**src/rtl/axi_xact_sched.sv**
```systemverilog
// Transaction scheduler: generates write bursts for the packet generator, forwards completed
// writes in order as read bursts to the checker, and tracks outstanding/compared packets.
module axi_xact_sched #(
    parameter int TGT_ADDR_WIDTH  = 16,
    parameter int LEN_MAX         = 15,
    parameter int MAX_OUTSTANDING = 4,
    parameter int FIFO_DEPTH      = 8,
    parameter int NUM_PKTS        = 0
) (
    input  logic                      i_clk,
    input  logic                      i_reset_n,
    input  logic                      i_start,
    input  logic                      i_stop,
    output logic                      o_wr_xact_avail,
    input  logic                      i_wr_xact_read,
    output logic [TGT_ADDR_WIDTH-1:0] o_wr_xact_addr,
    output logic [7:0]                o_wr_xact_len,
    input  logic                      i_wr_pkt_done,
    output logic                      o_rd_xact_avail,
    input  logic                      i_rd_xact_read,
    output logic [TGT_ADDR_WIDTH-1:0] o_rd_xact_addr,
    output logic [7:0]                o_rd_xact_len,
    input  logic                      i_pkt_compared,
    input  logic                      i_pkt_error,
    output logic                      o_busy,
    output logic                      o_done,
    output logic                      o_fail,
    output logic [31:0]               o_pkts_checked
);

    localparam int PTR_W = (FIFO_DEPTH > 1) ? $clog2(FIFO_DEPTH) : 1;
    localparam int ENT_W = TGT_ADDR_WIDTH + 8;

    typedef enum logic [1:0] {
        ST_IDLE  = 2'd0,
        ST_RUN   = 2'd1,
        ST_DRAIN = 2'd2,
        ST_DONE  = 2'd3
    } state_t;

    state_t state_reg, state_next;

    logic [31:0]               issued_reg, issued_next;
    logic [31:0]               compared_reg, compared_next;
    logic [TGT_ADDR_WIDTH-1:0] gen_addr_reg, gen_addr_next;
    logic [7:0]                gen_len_reg, gen_len_next;
    logic                      fail_reg, fail_next;
    logic                      wr_avail_reg, wr_avail_next;
    logic                      rd_avail_reg, rd_avail_next;
    logic                      busy_reg, done_reg;

    logic [TGT_ADDR_WIDTH-1:0] wr_addr_reg, rd_addr_reg;
    logic [7:0]                wr_len_reg, rd_len_reg;

    // Write-pending queue holds issued writes awaiting B; read-pending holds writes awaiting re-read.
    logic [ENT_W-1:0] wq_mem [FIFO_DEPTH];
    logic [ENT_W-1:0] rq_mem [FIFO_DEPTH];

    logic [PTR_W-1:0] wq_wptr_reg, wq_wptr_next, wq_rptr_reg, wq_rptr_next;
    logic [PTR_W-1:0] rq_wptr_reg, rq_wptr_next, rq_rptr_reg, rq_rptr_next;
    logic [PTR_W:0]   wq_cnt_reg, wq_cnt_next, rq_cnt_reg, rq_cnt_next;

    logic start_acc;
    logic wq_push, wq_pop, rq_push, rq_pop, cmp_ok;
    logic wq_empty, rq_empty;

    assign wq_empty = (wq_cnt_reg == '0);
    assign rq_empty = (rq_cnt_reg == '0);

    // Events are qualified here; a start in IDLE/DONE overrides everything else that cycle.
    always_comb begin
        start_acc = i_start && ((state_reg == ST_IDLE) || (state_reg == ST_DONE));
        wq_push   = !start_acc && i_wr_xact_read && wr_avail_reg;
        wq_pop    = !start_acc && i_wr_pkt_done && !wq_empty;
        rq_push   = wq_pop;
        rq_pop    = !start_acc && i_rd_xact_read && !rq_empty;
        cmp_ok    = !start_acc && i_pkt_compared && (compared_reg != issued_reg);
    end

    always_comb begin
        issued_next   = issued_reg;
        compared_next = compared_reg;
        gen_addr_next = gen_addr_reg;
        gen_len_next  = gen_len_reg;
        fail_next     = fail_reg;
        wq_wptr_next  = wq_wptr_reg;
        wq_rptr_next  = wq_rptr_reg;
        rq_wptr_next  = rq_wptr_reg;
        rq_rptr_next  = rq_rptr_reg;
        wq_cnt_next   = wq_cnt_reg;
        rq_cnt_next   = rq_cnt_reg;
        state_next    = state_reg;

        if (start_acc) begin
            issued_next   = '0;
            compared_next = '0;
            gen_addr_next = '0;
            gen_len_next  = '0;
            fail_next     = 1'b0;
            wq_wptr_next  = '0;
            wq_rptr_next  = '0;
            rq_wptr_next  = '0;
            rq_rptr_next  = '0;
            wq_cnt_next   = '0;
            rq_cnt_next   = '0;
            state_next    = ST_RUN;
        end else begin
            if (wq_push) begin
                issued_next   = issued_reg + 32'd1;
                gen_addr_next = gen_addr_reg + TGT_ADDR_WIDTH'(gen_len_reg) + TGT_ADDR_WIDTH'(1);
                gen_len_next  = (gen_len_reg == 8'(LEN_MAX)) ? 8'd0 : gen_len_reg + 8'd1;
                wq_wptr_next  = wq_wptr_reg + PTR_W'(1);
            end
            if (wq_pop) begin
                wq_rptr_next = wq_rptr_reg + PTR_W'(1);
                rq_wptr_next = rq_wptr_reg + PTR_W'(1);
            end
            if (rq_pop) begin
                rq_rptr_next = rq_rptr_reg + PTR_W'(1);
            end

            case ({wq_push, wq_pop})
                2'b10:   wq_cnt_next = wq_cnt_reg + (PTR_W + 1)'(1);
                2'b01:   wq_cnt_next = wq_cnt_reg - (PTR_W + 1)'(1);
                default: wq_cnt_next = wq_cnt_reg;
            endcase
            case ({rq_push, rq_pop})
                2'b10:   rq_cnt_next = rq_cnt_reg + (PTR_W + 1)'(1);
                2'b01:   rq_cnt_next = rq_cnt_reg - (PTR_W + 1)'(1);
                default: rq_cnt_next = rq_cnt_reg;
            endcase

            if (cmp_ok) begin
                compared_next = compared_reg + 32'd1;
            end

            if ((i_wr_pkt_done && wq_empty) ||
                (i_pkt_compared && (compared_reg == issued_reg)) ||
                (i_pkt_error && (state_reg != ST_IDLE))) begin
                fail_next = 1'b1;
            end

            // Transitions look at the post-update counts so the limit and DONE take effect on the same edge.
            case (state_reg)
                ST_RUN: begin
                    if (i_stop || ((NUM_PKTS != 0) && (issued_next == 32'(NUM_PKTS)))) begin
                        state_next = ST_DRAIN;
                    end
                end
                ST_DRAIN: begin
                    if (compared_next == issued_next) begin
                        state_next = ST_DONE;
                    end
                end
                default: state_next = state_reg;
            endcase
        end

        wr_avail_next = (state_next == ST_RUN) &&
                        ((issued_next - compared_next) < 32'(MAX_OUTSTANDING)) &&
                        (wq_cnt_next != (PTR_W + 1)'(FIFO_DEPTH));
        rd_avail_next = (rq_cnt_next != '0);
    end

    // Queue storage carries no reset; occupancy and pointers define validity.
    always_ff @(posedge i_clk) begin
        if (wq_push) begin
            wq_mem[wq_wptr_reg] <= {gen_addr_reg, gen_len_reg};
        end
        if (rq_push) begin
            rq_mem[rq_wptr_reg] <= wq_mem[wq_rptr_reg];
        end
    end

    always_ff @(posedge i_clk or negedge i_reset_n) begin
        if (!i_reset_n) begin
            state_reg    <= ST_IDLE;
            issued_reg   <= '0;
            compared_reg <= '0;
            gen_addr_reg <= '0;
            gen_len_reg  <= '0;
            fail_reg     <= 1'b0;
            wr_avail_reg <= 1'b0;
            rd_avail_reg <= 1'b0;
            busy_reg     <= 1'b0;
            done_reg     <= 1'b0;
            wq_wptr_reg  <= '0;
            wq_rptr_reg  <= '0;
            rq_wptr_reg  <= '0;
            rq_rptr_reg  <= '0;
            wq_cnt_reg   <= '0;
            rq_cnt_reg   <= '0;
            wr_addr_reg  <= '0;
            wr_len_reg   <= '0;
            rd_addr_reg  <= '0;
            rd_len_reg   <= '0;
        end else begin
            state_reg    <= state_next;
            issued_reg   <= issued_next;
            compared_reg <= compared_next;
            gen_addr_reg <= gen_addr_next;
            gen_len_reg  <= gen_len_next;
            fail_reg     <= fail_next;
            wr_avail_reg <= wr_avail_next;
            rd_avail_reg <= rd_avail_next;
            busy_reg     <= (state_next == ST_RUN) || (state_next == ST_DRAIN);
            done_reg     <= (state_next == ST_DONE);
            wq_wptr_reg  <= wq_wptr_next;
            wq_rptr_reg  <= wq_rptr_next;
            rq_wptr_reg  <= rq_wptr_next;
            rq_rptr_reg  <= rq_rptr_next;
            wq_cnt_reg   <= wq_cnt_next;
            rq_cnt_reg   <= rq_cnt_next;
            // Non-show-ahead ports: the popped entry appears the cycle after the pop.
            if (wq_push) begin
                wr_addr_reg <= gen_addr_reg;
                wr_len_reg  <= gen_len_reg;
            end
            if (rq_pop) begin
                rd_addr_reg <= rq_mem[rq_rptr_reg][ENT_W-1:8];
                rd_len_reg  <= rq_mem[rq_rptr_reg][7:0];
            end
        end
    end

    assign o_wr_xact_avail = wr_avail_reg;
    assign o_wr_xact_addr  = wr_addr_reg;
    assign o_wr_xact_len   = wr_len_reg;
    assign o_rd_xact_avail = rd_avail_reg;
    assign o_rd_xact_addr  = rd_addr_reg;
    assign o_rd_xact_len   = rd_len_reg;
    assign o_busy          = busy_reg;
    assign o_done          = done_reg;
    assign o_fail          = fail_reg;
    assign o_pkts_checked  = compared_reg;

endmodule
```
**config.mk**
```make
export PLATFORM = sky130hd
export DESIGN_NAME = axi_xact_sched
export DESIGN_NICKNAME = d
export VERILOG_FILES = /design/src/rtl/axi_xact_sched.sv
export SDC_FILE = /design/constraint.sdc
export NUM_CORES = 1
export LEC_CHECK = 0
export ABC_AREA = 1
export CORE_ASPECT_RATIO = 1.4
export CORE_MARGIN = 10
export CORE_UTILIZATION = 62
export DETAILED_ROUTE_END_ITERATION = 10
export HOLD_SLACK_MARGIN = 0.02
export MAX_ROUTING_LAYER = met4
export PLACE_DENSITY_LB_ADDON = 0.2
export SYNTH_ARGS = -nofsm -noshare
export SYNTH_HDL_FRONTEND = slang
export SYNTH_SLANG_ARGS = --single-unit
```
**constraint.sdc**
```tcl
create_clock -name i_clk -period 5 [get_ports i_clk]
set_clock_uncertainty 0.1 [all_clocks]
set_input_delay 1 -clock i_clk [delete_from_list [all_inputs] [get_ports i_clk]]
set_output_delay 1 -clock i_clk [all_outputs]
set_load 0.005 [all_outputs]
```
======== Yosys cells after proc, flatten, opt, wreduce, memory -nomap -nowiden ========
Memory sizes are Yosys's and may differ from the RTL's. A register that Yosys moved wholly into a read port is not among the register bits.
Cells that the tools add are included.
word-level totals
  memory bits (writable) .................. 384
  register bits ........................... 139
  output and inout bits ................... 85
  word-level logic and storage cells ...... 114
  memories kept ........................... 2
operators by class
  equal/unequal tests ..................... 15
  mux-type cells .......................... 33
  magnitude comparators ................... 1
  reductions and logical operators ........ 31
  $add $sub $neg .......................... 14
memory list
  name    words  bits a word  rd ports  clocked after memory_dff  wr ports  RTL line  text
  rq_mem  8      24           1         1                         1         57        logic [ENT_W-1:0] rq_mem [FIFO_DEPTH];
  wq_mem  8      24           1         0                         1         56        logic [ENT_W-1:0] wq_mem [FIFO_DEPTH];
operators by type and width
  kind                                                  count
  two-way mux 32 bit                                    6
  adder 32 x 1 -> 32 bit (second input constant)        2
  equality test 32 bit                                  2
  < comparator 32 x 3 -> 1 bit (second input constant)  1
  two-way mux 16 bit                                    2
  inequality test 32 bit                                1
  subtractor 32 bit                                     1
  two-way mux 3 bit                                     8
  two-way mux 8 bit                                     3
  adder 16 x 1 -> 16 bit (second input constant)        1
  adder 16 x 8 -> 16 bit                                1
  one-hot mux 4 bit (2 select lines)                    2
  logical AND 1 bit                                     14
  adder 3 x 1 -> 3 bit (second input constant)          4
  equality test 2 bit (second input constant)           6
  nonzero test 2 bit                                    5
  adder 4 x 1 -> 4 bit (second input constant)          2
  adder 8 x 1 -> 8 bit (second input constant)          1
  equality test 2 x 1 -> 1 bit (second input constant)  4
  equality test 8 x 4 -> 1 bit (second input constant)  1
  logical NOT 4 bit                                     2
  two-way mux 4 bit                                     2
  subtractor 4 x 1 -> 4 bit (second input constant)     2
  two-way mux 1 bit                                     6
  other kinds (7)                                       15

======== Logic depth before layout (Yosys ltp) ========
  depth in word-level cells ............... 15
  depth in mapped cells ................... 36

======== Least setup slack after synthesis ========
No wires, ideal clock.
  kind .................................... input to register
  start ................................... in i_start
  end ..................................... reg wr_avail_reg (netlist: o_wr_xact_avail)
  data arrival time ....................... 4,019 ps
  stages on the path ...................... 22
  path slack .............................. 809 ps
  library setup time ...................... 71 ps
  path through ............................ inv_1 > nor2_2 > clkbuf_1 > clkbuf_1 > buf_1 > nor2_1 > ha_1 > a21oi_1 > o21ai_0 > a21oi_1 > nor2_1 > a211oi_1 > nand2_1 > nand2_1 > nand2_1 > nor2_1 > nand2_1 > nor2_1 > nand2_1 > nor2_1 > nand3_1 > nor2_1
on the way
  elaborated cells on any way between the ends .. 28
  those cells by class .................... add/sub: 1; order compare: 1; eq/ne: 5; mux: 11; reduce/logical: 10
RTL lines
  what                             RTL line  text
  start, declared                  12        input logic i_start,
  logical AND 1 bit *              72        start_acc = i_start && ((state_reg == ST_IDLE) || (state_reg == ST_DONE));
  logical NOT 1 bit                73        wq_push = !start_acc && i_wr_xact_read && wr_avail_reg;
  logical AND 1 bit (2 in series)  73
  two-way mux 32 bit               108       if (wq_push) begin
  two-way mux 32 bit               94        if (start_acc) begin
  two-way mux 32 bit *             94
  net issued_next[16]              43        logic [31:0] issued_reg, issued_next;
  subtractor 32 bit *              160       ((issued_next - compared_next) < 32'(MAX_OUTSTANDING)) &&
  < comparator 32 x 3 -> 1 bit *   160
  logical AND 1 bit *              159       wr_avail_next = (state_next == ST_RUN) &&
  logical AND 1 bit *              160
  net wr_avail_next                48        logic wr_avail_reg, wr_avail_next;
  end signal, assigned             204       wr_avail_reg <= wr_avail_next;
  end, declared                    48
Mark *: on every way through the listed nets, which the timed path passes. The rest lies on a longest branch. The select of a mux whose other input is x is not followed.
A chain may end at the register's enable or synchronous reset.

======== Final worst setup path ========
  start ................................... in i_start
  end ..................................... reg wr_avail_reg (netlist: o_wr_xact_avail)
on the way
  cells in the longest elaborated chain, start to end .. 13
  elaborated cells on any way between the ends .. 28
  those cells by class .................... add/sub: 1; order compare: 1; eq/ne: 5; mux: 11; reduce/logical: 10
RTL lines
  what                                                       RTL line  text
  logical AND 1 bit *                                        72
  logical NOT 1 bit                                          73, 77
  logical AND 1 bit, on equally long branches (2 in series)  77, 73
  two-way mux 32 bit, on equally long branches               133, 108
  two-way mux 32 bit                                         94
  equality test 32 bit                                       151       if (compared_next == issued_next) begin
  two-way mux 2 bit                                          151
  one-hot mux 2 bit (2 select lines)                         144       case (state_reg)
  two-way mux 2 bit *                                        94
  net state_next[0]                                          41        state_t state_reg, state_next;
  equality test 2 x 1 -> 1 bit *                             159
  logical AND 1 bit *                                        159
  logical AND 1 bit *                                        160
  net wr_avail_next                                          48
Marks and branches as above.

==> results.toml <==
[outcome]
status = "completed"

[synth]
synth_fa_ha_area_frac = 0.0296
synth_compound_area_frac = 0.108
yosysWarnings = 0
synth_seq_cells = 547
async_flop_share = 0.298
yosys-top-cells-area = "edfxtp_1 (44%), dfrtp_1 (16%), nor2_1 (7.1%)"
muxShareOfSynthArea = 0
syn_inst = 2668
syn_area_um2 = 26100
synth_xor_xnor_area_share = 0.0397
synth.top_cells.by_count = "nor2_1 (495), nand2_1 (429), edfxtp_1 (384)"
synth_ff_type = "edfxtp_1"
syn_avg_cell_area_um2 = 9.79
synth-edff-count = 384
synth-simple-area-share = 0.176
yosysSeqAreaShare = 0.598
netlist.area_leader.share = 0.441
synth_top_family_by_area = "simple AND/OR/NAND/NOR gates"
synth_largest_area_cell = "edfxtp_1"
synth.distinct_cells = 53
syn_nets = 2737
synth.most_common_cell = "nor2_1"

[clocking]
h-tree-depth = 2
max-clock-path-buffers = 3
clock_sink_count = 547
clk_latency_ns = 0.59
cts_root_buf = "clkbuf_16"
cts_tree = "built"
path_clk_slew_ns = 0.06
cts_buffers = 50

[drt]
num_vias = 20100
drt-initial-drc-count = 1752
drc = 0
wl_per_cell_um = 20.8
routed_wl_um = 71100
drt-pass1-iter-count = 5
vias_per_cell = 5.89
ant_nets = 0

[setup_path]
critical_path_class = "input port to flip-flop"
start_kind = "input port"
critPathCaptureType = "flip-flop"
crit_required_ns = 5.40
critPathMaxFanout = 55
worst_ep_arrival_time_ns = 5.03

[power]
p_clk_frac = 0.244
seq_power_share = 0.391
p_int_mw = 9.57
p_sw_frac = 0.377
cellLeakagePower_nw = 12.1
pwr-share-comb = 0.365
powerDensity_nw_per_um2 = 513
power.total_mw = 15.4
power.switching_mw = 5.79
max-vdd-ir-drop_v = 0.000337

[finish]
fill_cells = 3030
stdcell_count = 3412
syn_to_final_growth_pct = 14.7
drive_gt1_frac = 0.0923
diodes = 0
stdcell_area_um2 = 30000
top_regs = "rq_mem (192), wq_mem (192)"
nets = 2899
utilization = 0.724

[placement]
port_buffers = 93
hpwl_um = 48800
place_ws_ns = -0.116
place_congestion = 0.997
placed_area_um2 = 28300
placed_cells = 3318

[timing]
fin_ws_ns = 0.371
min_period_ns = 4.63
rsz0062_at_grt = "false"
slew_viol_final = 0
setup_viol = 0
hold_ws_ns = 0.326
tns_ns = 0
fin_crit_sh = 0.926
worstMarginPinSlew_ns = 1.14
hold_viol = 0
timing.fmax_mhz = 216
slew_headroom = 0.237

[global_routing]
gr-usage-all-layers = 0.280
globalRouteOverflowTotal = 0
antenna_found_initial = 0
first_global_vias = 20400
grt_max_degree = 98
grt_pass1_wl_um = 111000

[run]
cap_violations = 0

[floorplanning]
die_area_um2 = 50900
die_x_um = 193
start_util = 0.631
fp-row-count = 88
die_h_um = 263
core_area_um2 = 41400
pin_count = 94

[worst_hold_path]
hp-class = "input port to async pin"
## power by group through the flow
stage | Sequential [mW] | Combinational, mW | Clock, mW
floorplan | 5.99 | 3.52 | 0
finish | 6.01 | 5.61 | 3.75
global placement | 6.05 | 5.39 | 0
detailed placement | 6.08 | 5.54 | 0
CTS | 6.00 | 5.60 | 3.79
global route | 6.04 | 6.20 | 3.98
## worst max-delay path, stage by stage
cell and delay (ns):
clkdlybuf4s50_1 0.60, nand2_2 0.14, nand2_2 0.15, buf_4 0.43
o21ai_0 0.23, xnor2_1 0.24, nand2_1 0.08, nor3_1 0.29
nand2_1 0.12, nor2_1 0.31, nand2_1 0.09, nand2_1 0.07
nand2_1 0.07, a21oi_2 0.15, ha_1 0.16, nand2_1 0.11
a21oi_1 0.14, nand3_1 0.08, nor2_1 0.09, nand2_1 0.06
nor2_1 0.09, nand2_1 0.05, nor2_1 0.10, nand3_1 0.09
nor2_1 0.08
## layout by cell type (no fill, tap or decap), drive strengths merged, types with 4 or more instances in the layout
| master | instances |
|---|---|
| a31oi | 25 |
| o21a | 7 |
| o21ai | 286 |
| clkinvlp | 4 |
| nor2 | 504 |
| xor2 | 68 |
| a21oi | 71 |
| edfxtp | 384 |
| o22ai | 44 |
| dfrtp | 163 |
| xnor2 | 47 |
| buf | 121 |
| a211oi | 6 |
| clkdlybuf4s50 | 92 |
| nand4 | 21 |
| nand2 | 450 |
| nand3b | 9 |
| nor4 | 6 |
| inv | 236 |
| o211ai | 14 |
| clkbuf | 66 |
| clkinv | 21 |
| nor3 | 39 |
| nand3 | 67 |
| o221ai | 37 |
| ha | 57 |
## routing by layer
metal	global-route usage	wire length, µm
met5	-	0
met4	0.126	3060
met3	0.0287	3910
met2	0.483	36700
met1	0.327	27500
## path summary, 6_finish.rpt
| check | start | endpoint | slack, ns | cells past startpoint |
|---|---|---|---|---|
| max | i_start | o_wr_xact_avail | 0.37 | 25 |
| min | i_reset_n | o_rd_xact_addr[1] | 0.33 | 1 |
| max reg2reg | o_pkts_checked[19] | o_wr_xact_avail | 0.38 | 32 |
| min reg2reg | o_wr_xact_len[6] | o_wr_xact_len[6] | 0.39 | 2 |
| max in group asynchronous | i_reset_n | issued_reg[13] | 3.46 | 2 |
| min in group i_clk | o_wr_xact_len[6] | o_wr_xact_len[6] | 0.39 | 2 |
## logic make-up after synthesis
group / count (synthesis)
AO/OA/AOI/OAI: 499
AND/OR/NAND/NOR: 1107
XOR/XNOR: 116
buffers and inverters: 339
flip-flops: 547
adder cells (fa/ha/maj): 60
## area by class of cell
class / count / area (µm²) / share of cell area
clock buffers: 66 / 1370 / 0.0458
clock inverters: 28 / 256 / 0.00856
inverters: 236 / 886 / 0.0296
multi-input cells: 1782 / 9290 / 0.310
flip-flops and latches: 547 / 15600 / 0.521
well taps: 540 / 676 / 0.0225
repair buffers: 213 / 1870 / 0.0624
## repair_timing
action	CTS	global route
setup buffers	0	0
hold buffers	0	0
endpoints found under the setup margin	0	1
gates resized for setup	0	2
Power figures use the tool's default switching activity.
